## config.mk

```make
export PLATFORM = sky130hd
export DESIGN_NAME = cla_share_arbiter
export DESIGN_NICKNAME = d
export VERILOG_FILES = /design/src/rtl/cla_share_arbiter.sv
export SDC_FILE = /design/constraint.sdc
export NUM_CORES = 1
export LEC_CHECK = 0
export CORE_AREA = 2 2 83 85
export CTS_BUF_LIST = sky130_fd_sc_hd__clkbuf_4 sky130_fd_sc_hd__clkbuf_8 sky130_fd_sc_hd__clkbuf_16
export DETAILED_ROUTE_END_ITERATION = 7
export DIE_AREA = 0 0 85 87
export DONT_BUFFER_PORTS = 1
export HOLD_SLACK_MARGIN = 0.03
export SETUP_SLACK_MARGIN = 0.2
export SLEW_MARGIN = 5
export SYNTH_ARGS = -nofsm -noshare
export SYNTH_HDL_FRONTEND = slang
export SYNTH_SLANG_ARGS = --single-unit
```

## constraint.sdc

```tcl
create_clock -name clk -period 1.4 [get_ports clk]
set_input_delay 0.28 -clock clk [delete_from_list [all_inputs] [get_ports clk]]
set_output_delay 0.28 -clock clk [all_outputs]
set_load 0.01 [all_outputs]
```

## src/rtl/cla_share_arbiter.sv

```systemverilog
// Round-robin sequencer that time-shares one combinational WIDTH-bit adder among
// four requesters: latch winner's operands, capture sum/carry, hand back a tagged result.
module cla_share_arbiter #(
  parameter int WIDTH = 16
) (
  input  logic               clk,
  input  logic               rst,
  input  logic [3:0]         req,
  input  logic [4*WIDTH-1:0] a_bus,
  input  logic [4*WIDTH-1:0] b_bus,
  input  logic [3:0]         cin_bus,
  output logic [3:0]         gnt,
  output logic [WIDTH-1:0]   add_a,
  output logic [WIDTH-1:0]   add_b,
  output logic               add_cin,
  input  logic [WIDTH-1:0]   add_sum,
  input  logic               add_cout,
  output logic               res_valid,
  input  logic               res_ready,
  output logic [1:0]         res_id,
  output logic [WIDTH-1:0]   res_sum,
  output logic               res_cout,
  output logic               busy
);

  typedef enum logic [1:0] {IDLE, EXEC, DONE} state_t;

  state_t     state;
  logic [1:0] ptr;
  logic [1:0] win;

  // First requester found scanning ptr, ptr+1, ... (2-bit index wraps mod 4).
  function automatic logic [1:0] rr_pick(input logic [3:0] r, input logic [1:0] p);
    logic [1:0] idx;
    logic [1:0] pick;
    pick = p;
    for (int i = 3; i >= 0; i--) begin
      idx = p + 2'(i);
      if (r[idx]) pick = idx;
    end
    return pick;
  endfunction

  assign win = rr_pick(req, ptr);

  always_ff @(posedge clk) begin
    if (rst) begin
      state     <= IDLE;
      ptr       <= 2'd0;
      gnt       <= 4'd0;
      add_a     <= '0;
      add_b     <= '0;
      add_cin   <= 1'b0;
      res_valid <= 1'b0;
      res_id    <= 2'd0;
      res_sum   <= '0;
      res_cout  <= 1'b0;
      busy      <= 1'b0;
    end else begin
      gnt <= 4'd0;
      case (state)
        IDLE: begin
          if (|req) begin
            add_a   <= a_bus[win*WIDTH +: WIDTH];
            add_b   <= b_bus[win*WIDTH +: WIDTH];
            add_cin <= cin_bus[win];
            res_id  <= win;
            gnt     <= 4'b0001 << win;
            ptr     <= win + 2'd1;
            busy    <= 1'b1;
            state   <= EXEC;
          end
        end
        // Operands have been stable on the adder for a full cycle; take its result.
        EXEC: begin
          res_sum   <= add_sum;
          res_cout  <= add_cout;
          res_valid <= 1'b1;
          state     <= DONE;
        end
        DONE: begin
          if (res_ready) begin
            res_valid <= 1'b0;
            busy      <= 1'b0;
            state     <= IDLE;
          end
        end
        default: begin
          state <= IDLE;
          busy  <= 1'b0;
        end
      endcase
    end
  end

endmodule

```

Word-level counts from Yosys, hierarchy flattened. Cells that the tools add are included.

RAM bits: 0. Register bits after elaboration: 62. Logic and storage cells: 59. Output and inout bits: 58. Bits in latches: 0. Memory bits (read-only): 0. Memories kept: 0. Bits of input ports: 156.

Mux-type cells: 21. Reductions and logical operators: 8. $mul: 0. Divide/modulo/power cells: 0. Shift operators: 3. Add/subtract/negate cells: 4. Bitwise logic cells: 3. Magnitude comparators: 5. Equal/unequal tests: 4.

Operators by type and width (count): indexed part select 64 x 7 -> 16 bit (2); < comparator 2 x 3 -> 1 bit (second input constant) (5); two-way mux 2 bit (6); binary-select mux 1 bit (select 2 bit) (5); two-way mux 1 bit (7); one-hot mux 2 bit (3 select lines) (1); AND reduction 2 bit (3); adder 2 x 1 -> 2 bit (second input constant) (2); adder 2 bit (second input constant) (2); != test 2 bit (second input constant) (2); OR reduction 4 bit (1); << shifter 1 x 2 -> 4 bit (first input constant) (1); NOT 1 bit (3); one-hot mux 1 bit (3 select lines) (1); AND reduction 3 bit (1); OR reduction 3 bit (1); equality test 2 x 1 -> 1 bit (second input constant) (1); equality test 2 bit (second input constant) (1); logical NOT 2 bit (1); one-hot mux 1 bit (2 select lines) (1); nonzero test 2 bit (1).

Logic depth before layout (Yosys ltp).
Depth after elaboration: 9. Depth in mapped cells: 7.

Least setup slack after synthesis. OpenSTA, ideal clock, no wires.

Path type: flip-flop to flip-flop. Start point: reg ptr[1]. End point: reg add_a[0]. Data arrival time: 1.364 ns. Library setup time: 0.138 ns. Buffers on the path: 1. Path slack: -0.102 ns. Cell stages (with the launch flop): 6. Path through: dfxtp_1 o31ai_1 o31ai_4 nand2_2 clkbuf_1 o221ai_1.

Longest elaborated chain between the ends: 8. Elaborated cells on any way between the ends: 16. Those cells by class: 3 x add/sub; 1 x shift; 12 x mux.

RTL lines: start, declared (line 29) `logic [1:0] ptr;`; start signal, assigned (line 69) `ptr <= win + 2'd1;`; adder 2 bit (line 38) `idx = p + 2'(i);`; binary-select mux 1 bit (select 2 bit) (line 39) `if (r[idx]) pick = idx;`; two-way mux 1 bit (implied by the code) (line 39); two-way mux 2 bit (3 in series) (line 39); two-way mux 2 bit * (line 39); indexed part select 64 x 7 -> 16 bit * (line 64) `add_a <= a_bus[win*WIDTH +: WIDTH];`; end signal, assigned (line 64); end, declared (line 13) `output logic [WIDTH-1:0] add_a,`.

Every way passes the cells marked *; elsewhere a longest branch is shown, timed or not. The select of a mux whose other input is x is not followed. A chain may end at the register's enable or synchronous reset.

Final worst setup path.
Start point: reg ptr[1]. End point: reg add_b[7].

Longest elaborated chain between the ends: 8. Elaborated cells on any way between the ends: 16. Those cells by class: 3 x add/sub; 1 x shift; 12 x mux.

RTL lines: adder 2 bit (line 38); binary-select mux 1 bit (select 2 bit) (line 39); two-way mux 1 bit (implied by the code) (line 39); two-way mux 2 bit (3 in series) (line 39); two-way mux 2 bit * (line 39); indexed part select 64 x 7 -> 16 bit * (line 65) `add_b <= b_bus[win*WIDTH +: WIDTH];`; end signal, assigned (line 65); end, declared (line 14) `output logic [WIDTH-1:0] add_b,`.

Marks and branches as above.

==> impl_metrics.json <==
{
  "h-tree-depth": 3,
  "worstPathMaxFanout": 8,
  "hold_start": "rst",
  "synthFlopType": "dfxtp_1",
  "fin_crit_sh_pct": 118,
  "dr.pass1.iters": 4,
  "multi_input_area_um2": 2010,
  "fillCellCount": 499,
  "setup_viol": 40,
  "cp-end-kind": "flip-flop",
  "grt_max_degree": 27,
  "core.rowCount": 30,
  "p_int_uw": 4530,
  "synth_cells": 318,
  "slew_headroom_pct": 66.1,
  "synth_edf_count": 0,
  "clk_pin_slew_worst_paths_ns": 0.08,
  "regToRegEndpoint": "add_b[7]$_SDFFE_PP0N_",
  "finalNetCount": 501,
  "hold_ws_ns": -0.00601,
  "cts_buffers": 9,
  "syn_area_per_cell_um2": 9.48,
  "drc_errors": 0,
  "root_buffer": "clkbuf_8",
  "die_w_um": 85,
  "antenna_cells": 0,
  "synth_area_um2": 3010,
  "core_um2": 6570,
  "finalHoldViolations": 13,
  "ys_types": 31,
  "whs_path_depth": 1,
  "fin_tns_setup_ns": -7.46,
  "area_delta_synth_final_pct": 44.1,
  "final_max_slew_viol_count": 0,
  "hpwl_mm": 5.56,
  "die_height_um": 87,
  "dpl_worst_slack_ns": -0.246,
  "min_to": "state[1]$_SDFFE_PP0P_",
  "vias_per_cell": 6.03,
  "cts.sinks": 62,
  "drtIter0Drc": 70,
  "clockBufferDepth": 2,
  "tightestPinTransition_ns": 0.504,
  "fmax_ghz": 0.605,
  "rr_startpoint": "ptr[1]$_SDFFE_PP0N_",
  "hold_class": "input pin to flip-flop",
  "crit_type": "flip-flop to flip-flop",
  "grt_use_total_pct": 22.7,
  "num_io_pins": 214,
  "min_period_ns": 1.65,
  "status": "complete, but fails checks",
  "vias": 2595,
  "wl_per_cell_um": 21.5,
  "worst-r2r-cell-count": 8,
  "dieArea_um2": 7400,
  "combPwrFrac_pct": 35.7,
  "ant_nets": 0,
  "skew_ns": 0.00820,
  "cap_violations": 0,
  "yosys_warnings": 0,
  "critPathLaunchType": "flip-flop",
  "cts_tree": "built",
  "r2r_setup_slack_ns": -0.25,
  "drive_gt1_share_pct": 37.7,
  "cp_data_arrival_time_ns": 1.87,
  "synthArstFlopShare_pct": 0,
  "rsz0062_at_grt": "true",
  "synth-seq-area-share_pct": 41.2,
  "synth-seq-cells": 62,
  "start_util_pct": 45.9,
  "violations": "hold timing, setup timing",
  "p_per_area_nw_per_um2": 1520,
  "insertion_delay_ns": 0.35,
  "peakVddDrop_uv": 715,
  "grt_pass1_vias": 2524,
  "p_leak_uw": 0.00163,
  "switchingPower_uw": 2060,
  "p_clk_share_pct": 28.3,
  "register_area_um2": 1250,
  "p_total_uw": 6590,
  "grt_overflow": 0,
  "p_sw_share_pct": 31.2,
  "portBuffers": 0,
  "required_ns": 1.62,
  "fin_util_pct": 66.1,
  "setup_ws_ns": -0.254,
  "wirelength_mm": 9.23,
  "antenna_found_initial": 0,
  "synth_nets": 474,
  "gp_congestion": 0.774,
  "pwr-share-seq_pct": 36.0,
  "grt_first_pass_wirelength_mm": 12.8
}
==> routing by layer <==
layer | part of all wire, % | vias up | GRT usage (%) | routed length (um)
met4 | 2.0 | 0 | 7.94 | 189
met5 | 0 | - | 0 | 0
met2 | 53 | 132 | 40.3 | 4930
met3 | 9.5 | 18 | 8.34 | 880
met1 | 35 | 1233 | 25.0 | 3230
li1 | - | 1212 | - | -
==> power groups by stage <==
stage / Sequential (uW) / Clock (uW) / Combinational, uW
6_report: 2370 / 1870 / 2350
5_1_grt: 2410 / 1980 / 2500
3_3_place_gp: 2410 / 0 / 1280
2_1_floorplan: 2350 / 0 / 1140
4_1_cts: 2370 / 1900 / 1940
3_5_place_dp: 2410 / 0 / 1310
==> flip-flops by register name, summed over array words and instances, names as in the netlist <==
signal,flops
add_a,16
res_sum,16
busy,1
res_valid,1
gnt,4
ptr,2
add_b,16
add_cin,1
state,2
res_cout,1
res_id,2
==> cell type report <==
cell class / instances / area share, %
sequential: 62 / 28.8
tap: 80 / 2.30
clock inverter: 6 / 2.10
multi-input combinational: 227 / 46.3
inverter: 3 / 0.259
clock buffer: 10 / 3.43
timing repair buffer: 42 / 16.8
==> layout by cell type (no fill, tap or decap), types with 3 or more instances in the layout <==
cell type	instances
nand2_1	68
dfxtp_1	59
mux2i_1	43
a21oi_1	20
o221ai_2	19
mux2i_2	18
o221ai_1	14
buf_12	10
clkbuf_8	9
buf_16	9
buf_4	9
buf_6	9
mux2i_4	7
nor2_1	5
clkbuf_16	5
nor2_2	3
==> synth_stat cells, drive strengths merged (3+ instances only) <==
cell type / instances / area, um^2
inv: 3 / 11.3
clkbuf: 10 / 37.5
mux2i: 68 / 681
nor2b: 5 / 31.3
o221ai: 33 / 289
nand2b: 4 / 25.0
nor2: 10 / 45.0
a21oi: 22 / 110
buf: 16 / 136
nand2: 70 / 265
dfxtp: 62 / 1240
==> repair_timing <==
action,CTS,global route
hold endpoints to repair,25,25
setup endpoints to repair,42,56
resized for setup,36,60
buffers inserted,10,2
gates cloned,7,5
pin swaps,3,17
==> per-stage QoR <==
stage          hold slack (ns)  instance area (um^2)  std cells
2_1_floorplan            0.416                  3100        318
3_3_place_gp             0.350                  3230        390
3_5_place_dp             0.349                  3230        390
4_1_cts                -0.0198                  3930        423
5_1_grt                -0.0333                  4340        430
6_report              -0.00601                  4340        430
==> how the worst max path moves through the flow <==
stage                     cells after the start                     end  slack [ns]           startpoint
final                                         8   add_b[7]$_SDFFE_PP0N_       -0.25  ptr[1]$_SDFFE_PP0N_
after floorplan                               7  add_a[12]$_SDFFE_PP0N_       -0.04  ptr[1]$_SDFFE_PP0N_
after detailed placement                      6   add_b[4]$_SDFFE_PP0N_       -0.25  ptr[1]$_SDFFE_PP0N_
after CTS                                     8  add_b[11]$_SDFFE_PP0N_       -0.22  ptr[1]$_SDFFE_PP0N_
after global routing                          8   add_b[2]$_SDFFE_PP0N_       -0.35  ptr[1]$_SDFFE_PP0N_
after global placement                        6   add_b[4]$_SDFFE_PP0N_       -0.19  ptr[1]$_SDFFE_PP0N_
==> cell families after synthesis <==
| kind of cell | after synthesis | synth area share (%) |
|---|---|---|
| buffers and inverters | 29 | 6.14 |
| muxes | 68 | 22.6 |
| and+or+nand+nor | 95 | 14.0 |
| xor gates and xnor gates | 1 | 0.291 |
| DFF | 62 | 41.2 |
| AOI/OAI and AO/OA | 63 | 15.8 |
==> worst max-delay path: stages (launching register included) <==
cell	delay, ns
dfxtp_4	0.37
nand2_2	0.06
a21oi_2	0.14
o221a_4	0.24
buf_12	0.11
buf_12	0.11
buf_16	0.13
mux2i_1	0.22
o221ai_1	0.15
(Power assumes the default switching activity.)
